**config.mk**
```make
export PLATFORM = sky130hd
export DESIGN_NAME = serv_dbus_if_flat
export DESIGN_NICKNAME = d
export VERILOG_FILES = /design/src/rtl/serv_dbus_if_pkg.sv /design/src/rtl/serv_dbus_if_if.sv /design/src/rtl/serv_dbus_ext.sv /design/src/rtl/serv_dbus_if.sv /design/src/flat_wrapper.sv
export SDC_FILE = /design/constraint.sdc
export NUM_CORES = 1
export LEC_CHECK = 0
export ABC_AREA = 1
export CORE_MARGIN = 1
export CORE_UTILIZATION = 50
export CTS_BUF_LIST = sky130_fd_sc_hd__clkbuf_4 sky130_fd_sc_hd__clkbuf_8
export CTS_CLUSTER_DIAMETER = 80
export DETAILED_ROUTE_END_ITERATION = 8
export PLACE_DENSITY = 0.95
export SYNTH_ARGS = -nofsm -noshare
export SYNTH_HDL_FRONTEND = slang
export SYNTH_SLANG_ARGS = --single-unit
export TNS_END_PERCENT = 5
```
**constraint.sdc**
```tcl
create_clock -name i_clk -period 7.6 [get_ports i_clk]
set_input_delay 1.52 -clock i_clk [delete_from_list [all_inputs] [get_ports i_clk]]
set_output_delay 1.52 -clock i_clk [all_outputs]
set_load 0.01 [all_outputs]
```
**src/rtl/serv_dbus_if_pkg.sv**
```systemverilog
// Shared encodings and small decode helpers for the serial data-bus interface.
package serv_dbus_if_pkg;

   // Access size as presented by the core; 2'b11 behaves as a word access.
   typedef enum logic [1:0] {
      SizeByte    = 2'b00,
      SizeHalf    = 2'b01,
      SizeWord    = 2'b10,
      SizeWordAlt = 2'b11
   } size_e;

   typedef enum logic [1:0] {
      StIdle  = 2'b00,
      StBus   = 2'b01,
      StRdata = 2'b10
   } state_e;

   localparam int unsigned DataW = 32;

   function automatic logic misaligned(input logic [1:0] size, input logic [1:0] lsb);
      return ((size == SizeHalf) & lsb[0]) | (size[1] & (lsb != 2'b00));
   endfunction

   function automatic logic [3:0] byte_sel(input logic [1:0] size, input logic [1:0] lsb);
      logic [3:0] sel;
      case (size)
         SizeByte: sel = 4'b0001 << lsb;
         SizeHalf: sel = lsb[1] ? 4'b1100 : 4'b0011;
         default:  sel = 4'b1111;
      endcase
      return sel;
   endfunction

   // Width in bits of the accessed field.
   function automatic logic [5:0] size_width(input logic [1:0] size);
      logic [5:0] w;
      case (size)
         SizeByte: w = 6'd8;
         SizeHalf: w = 6'd16;
         default:  w = 6'd32;
      endcase
      return w;
   endfunction

endpackage

```
**src/rtl/serv_dbus_if_if.sv**
```systemverilog
// Bundle of core-side serial signals and Wishbone-side bus signals.
interface serv_dbus_if_if
   import serv_dbus_if_pkg::*;
#(
   parameter int unsigned BITS_PER_CYCLE = 1
);
   logic [31:0]               i_adr;
   logic [1:0]                i_lsb;
   logic [1:0]                i_size;
   logic                      i_signed;
   logic                      i_we;
   logic                      i_req;
   logic                      i_wen;
   logic [BITS_PER_CYCLE-1:0] i_wdata;
   logic                      i_ren;
   logic [BITS_PER_CYCLE-1:0] o_rdata;
   logic                      o_misalign;
   logic                      o_ack;
   logic [31:0]               o_wb_adr;
   logic [31:0]               o_wb_dat;
   logic [3:0]                o_wb_sel;
   logic                      o_wb_we;
   logic                      o_wb_cyc;
   logic [31:0]               i_wb_rdt;
   logic                      i_wb_ack;

   // Interface block's own view: it consumes core/bus inputs and drives the outputs.
   modport master (
      input  i_adr, i_lsb, i_size, i_signed, i_we, i_req, i_wen, i_wdata, i_ren,
      input  i_wb_rdt, i_wb_ack,
      output o_rdata, o_misalign, o_ack, o_wb_adr, o_wb_dat, o_wb_sel, o_wb_we, o_wb_cyc
   );

   // Environment view: core plus Wishbone slave.
   modport slave (
      output i_adr, i_lsb, i_size, i_signed, i_we, i_req, i_wen, i_wdata, i_ren,
      output i_wb_rdt, i_wb_ack,
      input  o_rdata, o_misalign, o_ack, o_wb_adr, o_wb_dat, o_wb_sel, o_wb_we, o_wb_cyc
   );

endinterface

```
**src/rtl/serv_dbus_ext.sv**
```systemverilog
// Load-data extract/extend mux: picks one serial beat out of the loaded word.
module serv_dbus_ext
   import serv_dbus_if_pkg::*;
#(
   parameter int unsigned BITS_PER_CYCLE = 1,
   parameter int unsigned CntW           = 5
) (
   input  logic [31:0]               dat_i,
   input  logic [1:0]                lsb_i,
   input  logic [1:0]                size_i,
   input  logic                      signed_i,
   input  logic [CntW-1:0]           cnt_i,
   output logic [BITS_PER_CYCLE-1:0] bits_o
);
   logic [5:0] width;
   logic [5:0] base;
   logic [5:0] idx;
   logic [4:0] msb_pos;
   logic [4:0] pos;
   logic       fill;

   // Bits past the accessed field are replaced by the sign bit or zero.
   always_comb begin
      width   = size_width(size_i);
      base    = {1'b0, lsb_i, 3'b000};
      msb_pos = 5'(base + width - 6'd1);
      fill    = signed_i & dat_i[msb_pos];
      idx     = '0;
      pos     = '0;
      bits_o  = '0;
      for (int unsigned j = 0; j < BITS_PER_CYCLE; j++) begin
         idx       = 6'(cnt_i) * 6'(BITS_PER_CYCLE) + 6'(j);
         pos       = 5'(base + idx);
         bits_o[j] = (idx >= width) ? fill : dat_i[pos];
      end
   end

endmodule

```
**src/rtl/serv_dbus_if.sv**
```systemverilog
// Serial-to-Wishbone data bus adapter: gathers store data serially, runs one
// bus cycle, then streams load data back serially with sign/zero extension.
module serv_dbus_if
   import serv_dbus_if_pkg::*;
#(
   parameter int unsigned BITS_PER_CYCLE = 1
) (
   input logic            i_clk,
   input logic            i_rst,
   serv_dbus_if_if.master bus
);
   localparam int unsigned Beats = DataW / BITS_PER_CYCLE;
   localparam int unsigned CntW  = $clog2(Beats);

   state_e                    state_q, state_d;
   logic [31:0]               dat_q, dat_d;
   logic [31:0]               adr_q, adr_d;
   logic [3:0]                sel_q, sel_d;
   logic                      we_q, we_d;
   logic                      cyc_q, cyc_d;
   logic                      ack_q, ack_d;
   logic                      signed_q, signed_d;
   logic [1:0]                size_q, size_d;
   logic [1:0]                lsb_q, lsb_d;
   logic [CntW-1:0]           cnt_q, cnt_d;
   logic                      misalign;
   logic                      last_beat;
   logic [31:0]               wb_dat;
   logic [BITS_PER_CYCLE-1:0] ext_bits;
   logic                      unused_adr;

   // Word address only; the byte offset arrives separately on i_lsb.
   assign unused_adr = ^bus.i_adr[1:0];

   assign misalign  = misaligned(bus.i_size, bus.i_lsb);
   assign last_beat = (cnt_q == CntW'(Beats - 1));

   // Next-state and datapath updates for the three-state transaction FSM.
   always_comb begin
      state_d  = state_q;
      dat_d    = dat_q;
      adr_d    = adr_q;
      sel_d    = sel_q;
      we_d     = we_q;
      cyc_d    = cyc_q;
      ack_d    = 1'b0;
      signed_d = signed_q;
      size_d   = size_q;
      lsb_d    = lsb_q;
      cnt_d    = cnt_q;
      unique case (state_q)
         StIdle: begin
            if (bus.i_req) begin
               // A misaligned request is simply dropped; the core traps on o_misalign.
               if (!misalign) begin
                  state_d  = StBus;
                  cyc_d    = 1'b1;
                  adr_d    = {bus.i_adr[31:2], 2'b00};
                  we_d     = bus.i_we;
                  size_d   = bus.i_size;
                  lsb_d    = bus.i_lsb;
                  signed_d = bus.i_signed;
                  sel_d    = byte_sel(bus.i_size, bus.i_lsb);
               end
            end else if (bus.i_wen) begin
               dat_d = {bus.i_wdata, dat_q[31:BITS_PER_CYCLE]};
            end
         end
         StBus: begin
            if (bus.i_wb_ack) begin
               cyc_d = 1'b0;
               ack_d = 1'b1;
               if (we_q) begin
                  state_d = StIdle;
               end else begin
                  dat_d   = bus.i_wb_rdt;
                  cnt_d   = '0;
                  state_d = StRdata;
               end
            end
         end
         StRdata: begin
            if (bus.i_ren) begin
               if (last_beat) begin
                  cnt_d   = '0;
                  state_d = StIdle;
               end else begin
                  cnt_d = cnt_q + 1'b1;
               end
            end
         end
         default: state_d = StIdle;
      endcase
   end

   // State and datapath registers.
   always_ff @(posedge i_clk or posedge i_rst) begin
      if (i_rst) begin
         state_q  <= StIdle;
         dat_q    <= '0;
         adr_q    <= '0;
         sel_q    <= '0;
         we_q     <= 1'b0;
         cyc_q    <= 1'b0;
         ack_q    <= 1'b0;
         signed_q <= 1'b0;
         size_q   <= '0;
         lsb_q    <= '0;
         cnt_q    <= '0;
      end else begin
         state_q  <= state_d;
         dat_q    <= dat_d;
         adr_q    <= adr_d;
         sel_q    <= sel_d;
         we_q     <= we_d;
         cyc_q    <= cyc_d;
         ack_q    <= ack_d;
         signed_q <= signed_d;
         size_q   <= size_d;
         lsb_q    <= lsb_d;
         cnt_q    <= cnt_d;
      end
   end

   // Replicate narrow store data across all byte lanes.
   always_comb begin
      wb_dat = dat_q;
      case (size_q)
         SizeByte: wb_dat = {4{dat_q[7:0]}};
         SizeHalf: wb_dat = {2{dat_q[15:0]}};
         default:  wb_dat = dat_q;
      endcase
   end

   serv_dbus_ext #(
      .BITS_PER_CYCLE (BITS_PER_CYCLE),
      .CntW           (CntW)
   ) u_ext (
      .dat_i    (dat_q),
      .lsb_i    (lsb_q),
      .size_i   (size_q),
      .signed_i (signed_q),
      .cnt_i    (cnt_q),
      .bits_o   (ext_bits)
   );

   assign bus.o_rdata    = (bus.i_ren && (state_q == StRdata)) ? ext_bits : '0;
   assign bus.o_misalign = misalign;
   assign bus.o_ack      = ack_q;
   assign bus.o_wb_adr   = adr_q;
   assign bus.o_wb_dat   = wb_dat;
   assign bus.o_wb_sel   = sel_q;
   assign bus.o_wb_we    = we_q;
   assign bus.o_wb_cyc   = cyc_q;

endmodule

```
**src/flat_wrapper.sv**
```systemverilog
// flat-port wrapper written by rule: the top's interface ports become plain ports
module serv_dbus_if_flat import serv_dbus_if_pkg::*;
#(
   parameter int unsigned BITS_PER_CYCLE = 1
)
  (i_clk, i_rst, bus_i_adr, bus_i_lsb, bus_i_size, bus_i_signed, bus_i_we, bus_i_req, bus_i_wen, bus_i_wdata, bus_i_ren, bus_i_wb_rdt, bus_i_wb_ack, bus_o_rdata, bus_o_misalign, bus_o_ack, bus_o_wb_adr, bus_o_wb_dat, bus_o_wb_sel, bus_o_wb_we, bus_o_wb_cyc);
  serv_dbus_if_if #(.BITS_PER_CYCLE(BITS_PER_CYCLE)) bus_i ();
  input logic i_clk;
  input logic i_rst;
  input wire logic [$bits(bus_i.i_adr)-1:0] bus_i_adr;
  input wire logic [$bits(bus_i.i_lsb)-1:0] bus_i_lsb;
  input wire logic [$bits(bus_i.i_size)-1:0] bus_i_size;
  input wire logic [$bits(bus_i.i_signed)-1:0] bus_i_signed;
  input wire logic [$bits(bus_i.i_we)-1:0] bus_i_we;
  input wire logic [$bits(bus_i.i_req)-1:0] bus_i_req;
  input wire logic [$bits(bus_i.i_wen)-1:0] bus_i_wen;
  input wire logic [$bits(bus_i.i_wdata)-1:0] bus_i_wdata;
  input wire logic [$bits(bus_i.i_ren)-1:0] bus_i_ren;
  input wire logic [$bits(bus_i.i_wb_rdt)-1:0] bus_i_wb_rdt;
  input wire logic [$bits(bus_i.i_wb_ack)-1:0] bus_i_wb_ack;
  output wire logic [$bits(bus_i.o_rdata)-1:0] bus_o_rdata;
  output wire logic [$bits(bus_i.o_misalign)-1:0] bus_o_misalign;
  output wire logic [$bits(bus_i.o_ack)-1:0] bus_o_ack;
  output wire logic [$bits(bus_i.o_wb_adr)-1:0] bus_o_wb_adr;
  output wire logic [$bits(bus_i.o_wb_dat)-1:0] bus_o_wb_dat;
  output wire logic [$bits(bus_i.o_wb_sel)-1:0] bus_o_wb_sel;
  output wire logic [$bits(bus_i.o_wb_we)-1:0] bus_o_wb_we;
  output wire logic [$bits(bus_i.o_wb_cyc)-1:0] bus_o_wb_cyc;
  assign bus_i.i_adr = bus_i_adr;
  assign bus_i.i_lsb = bus_i_lsb;
  assign bus_i.i_size = bus_i_size;
  assign bus_i.i_signed = bus_i_signed;
  assign bus_i.i_we = bus_i_we;
  assign bus_i.i_req = bus_i_req;
  assign bus_i.i_wen = bus_i_wen;
  assign bus_i.i_wdata = bus_i_wdata;
  assign bus_i.i_ren = bus_i_ren;
  assign bus_i.i_wb_rdt = bus_i_wb_rdt;
  assign bus_i.i_wb_ack = bus_i_wb_ack;
  assign bus_o_rdata = bus_i.o_rdata;
  assign bus_o_misalign = bus_i.o_misalign;
  assign bus_o_ack = bus_i.o_ack;
  assign bus_o_wb_adr = bus_i.o_wb_adr;
  assign bus_o_wb_dat = bus_i.o_wb_dat;
  assign bus_o_wb_sel = bus_i.o_wb_sel;
  assign bus_o_wb_we = bus_i.o_wb_we;
  assign bus_o_wb_cyc = bus_i.o_wb_cyc;
  serv_dbus_if #(.BITS_PER_CYCLE(BITS_PER_CYCLE)) u_core (.i_clk(i_clk), .i_rst(i_rst), .bus(bus_i));
endmodule
```
==> results.json <==
{
  "rows": 33,
  "hold_end": "u_core.bus.o_wb_adr[24]",
  "grt_pass1_vias": 4271,
  "end_kind": "output port",
  "dpl-instance-area_um2": 5730,
  "holdWs_ns": 0.483,
  "cts_sinks": 81,
  "critical_path.top_delay_family": "simple AND/OR/NAND/NOR gates",
  "outcome": "completed",
  "drive_gt1_share_pct": 4.06,
  "via_count": 4448,
  "fin_tns_setup_ns": 0,
  "yosysUniqueCellTypes": 31,
  "maxCapViolCount": 0,
  "portBuffers": 145,
  "grt_usage_pct": 29.3,
  "io_pins": 150,
  "grt_max_degree": 82,
  "ctsHoldBuffers": 0,
  "place_hpwl_um": 9100,
  "place_congestion": 0.949,
  "ir_worst_vdd_mv": 0.237,
  "drt-pass1-iter-count": 6,
  "fin_crit_sh_pct": 65.4,
  "wl_per_cell_um": 16.0,
  "final_cell_area_um2": 5950,
  "crit_path_top_delay_cell": "nor2_1",
  "finalCriticalPeriod_ns": 4.97,
  "crit_path_start_kind": "register",
  "drtIter0Drc": 466,
  "yosysWarnings": 0,
  "crit_buf_inv": 3,
  "clock_skew_ns": 0.00671,
  "h-tree-depth": 3,
  "leakagePower_nw": 2.82,
  "rr_worst_depth": 9,
  "fmax_mhz": 201,
  "root_buffer": "clkbuf_8",
  "reg2reg_slack_ns": 5.51,
  "cts_resized": 0,
  "synth_edf_count": 0,
  "area_growth_pct": 36.3,
  "overflow": 0,
  "ys_seq_area_share_pct": 46.4,
  "synthesis.instances": 566,
  "hold_viol_final": 0,
  "coreArea_um2": 8340,
  "avgSynthCellArea_um2": 7.71,
  "grt_pass1_wl_um": 20400,
  "r2r-start": "u_core.state_q[0]",
  "cp_cell_sequence": "nor2_1 -> inv_1 -> ha_1 -> nand2_1 -> o21ai_0 -> nand3_1 -> nand3_1 -> a21oi_1 -> nand2_1 -> inv_1 -> clkdlybuf4s50_1",
  "hp-start": "u_core.bus.o_wb_adr[24]",
  "critPathArrivalTime_ns": 3.45,
  "dp_cells": 779,
  "synth_area_leaders": "dfrtp_1 46%, nand2_1 17%, o21ai_0 6.9%, o211ai_1 5.5%, inv_1 4.8%",
  "cts_buffer_depth": 2,
  "r2r_end": "u_core.cnt_q[3]",
  "setup_viol": 0,
  "cts_tree": "yes",
  "fp.dieArea_um2": 9110,
  "ys_ff_latch": 81,
  "dieWidth_um": 95.4,
  "synthArstFlopShare_pct": 100,
  "yosys_most_used_dff": "dfrtp_1",
  "drc_errors": 0,
  "synth_area_um2": 4370,
  "p_per_area_nw_per_um2": 411,
  "final_max_slew_viol_count": 0,
  "synth_most_common_cell": "nand2_1",
  "fp.dieH_um": 95.4,
  "nNetsFinal": 769,
  "rsz0062_at_grt": "no",
  "via_per_inst": 5.59,
  "cpPeakStageDelay_ns": 0.88,
  "cts.reportedPaths.clkPinSlew_ns": 0.08,
  "start_util_pct": 52.3,
  "final_cells": 795,
  "fin_total_pwr_mw": 2.44,
  "antenna_found_initial": 0,
  "antenna_left": 0,
  "synth_top_area_share_pct": 46.4,
  "worst_hold_path_type": "reg -> reg",
  "numCtsBuffers": 9,
  "synth_top_cell_by_area": "dfrtp_1",
  "worstMarginPinSlew_ns": 1.04,
  "crit_type": "reg -> out",
  "wirelength_um": 12700,
  "critical_path_required_ns": 6.08,
  "diodes": 0,
  "clock_latency_ns": 0.35,
  "synthTopCellsByCount": "202 x nand2_1, 81 x dfrtp_1, 60 x o21ai_0",
  "post_cts_buffers": 0,
  "hold_depth": 2,
  "relSlewSlack_pct": 30.4,
  "crit_fanout": 19
}
## per-layer routing
layer  wire, µm  global-route usage [%]  up-vias  share of wire (%)
met5          0                       0        -                  0
met4        616                    15.3        0                4.8
met3        983                    6.22       67                7.7
met2       6320                    47.0      234                 50
met1       4820                    37.2     2081                 38
li1           -                       -     2066                  -
## where the power goes
part | leakage (nW) | switching (mW) | internal [mW]
logic | 1.69 | 0.717 | 0.606
registers | 1.02 | 0.156 | 0.618
clock network | 0.106 | 0.156 | 0.192
## worst register-to-register path, cell delays in order, from the launching register on
cell and delay [ns]:
dfrtp_1 0.39, inv_1 0.11, nor2_4 0.06, inv_2 0.71, nor2_1 0.14, nand2_1 0.17
nand2_2 0.13, inv_1 0.11, o22ai_1 0.08, a21oi_1 0.12
## cell type report
type	instances	area, µm²
tap	105	131
clock buffer	11	139
clock inverter	5	80.1
fill	633	2390
timing repair buffer	148	1470
multi-input combinational	385	1870
inverter	60	226
sequential	81	2030
## sequential cells by signal, indices dropped and copies added, names as in the netlist
signal	cells
u_core.bus.o_ack	1
u_core.dat_q	32
u_core.bus.o_wb_cyc	1
u_core.bus.o_wb_sel	4
u_core.cnt_q	5
u_core.bus.o_wb_we	1
u_core.signed_q	1
u_core.lsb_q	2
u_core.bus.o_wb_adr	30
u_core.size_q	2
u_core.state_q	2
## worst max path at each step
stage,from,endpoint,slack [ns],cells past startpoint
6_report,u_core.size_q[1],bus_o_rdata,2.63,11
5_1_grt,u_core.size_q[1],bus_o_rdata,2.43,11
4_1_cts,u_core.size_q[1],bus_o_rdata,2.77,11
3_5_place_dp,bus_i_ren,bus_o_rdata,3.10,8
3_3_place_gp,bus_i_ren,bus_o_rdata,3.11,8
2_1_floorplan,i_rst,u_core.bus.o_ack,4.00,1
## cell usage in the layout, fill, tap and decap left out, types with 2 or more instances in the layout
| cell | Yosys | final |
|---|---|---|
| o21ai_0 | 60 | 60 |
| a21oi_1 | 4 | 4 |
| o211ai_1 | 32 | 32 |
| clkbuf_8 | 0 | 9 |
| bufinv_16 | 0 | 2 |
| inv_2 | 4 | 4 |
| clkinv_2 | 0 | 2 |
| clkbuf_4 | 0 | 2 |
| o21ai_1 | 4 | 4 |
| nand2_1 | 202 | 202 |
| clkdlybuf4s50_1 | 0 | 145 |
| conb_1 | 1 | 2 |
| dfrtp_1 | 81 | 81 |
| buf_4 | 12 | 3 |
| nand3_1 | 41 | 41 |
| inv_1 | 56 | 55 |
| ha_1 | 7 | 7 |
| clkinvlp_4 | 0 | 2 |
| nor2_1 | 10 | 10 |
| o221ai_1 | 8 | 8 |
| xor2_1 | 3 | 3 |
| o21a_1 | 2 | 2 |
## cells by family (layout without fill, tap and decap cells)
| group | count (synthesis) | in the layout | share of synthesized area (%) |
|---|---|---|---|
| fa+ha+maj | 7 | 7 | 2.01 |
| flops | 81 | 81 | 46.4 |
| other cells | 1 | 2 | 0.0859 |
| compound gates | 113 | 113 | 16.1 |
| simple gates | 259 | 259 | 23.9 |
| buf+inv | 101 | 224 | 10.7 |
| xor+xnor | 4 | 4 | 0.803 |
## through the flow
step	setup slack, ns	util, %
2_1_floorplan	4.00	-
3_3_place_gp	3.11	68.7
3_5_place_dp	3.10	68.7
4_1_cts	2.77	71.4
5_1_grt	2.43	71.4
6_report	2.63	71.4
Power figures use the tool's default switching activity.
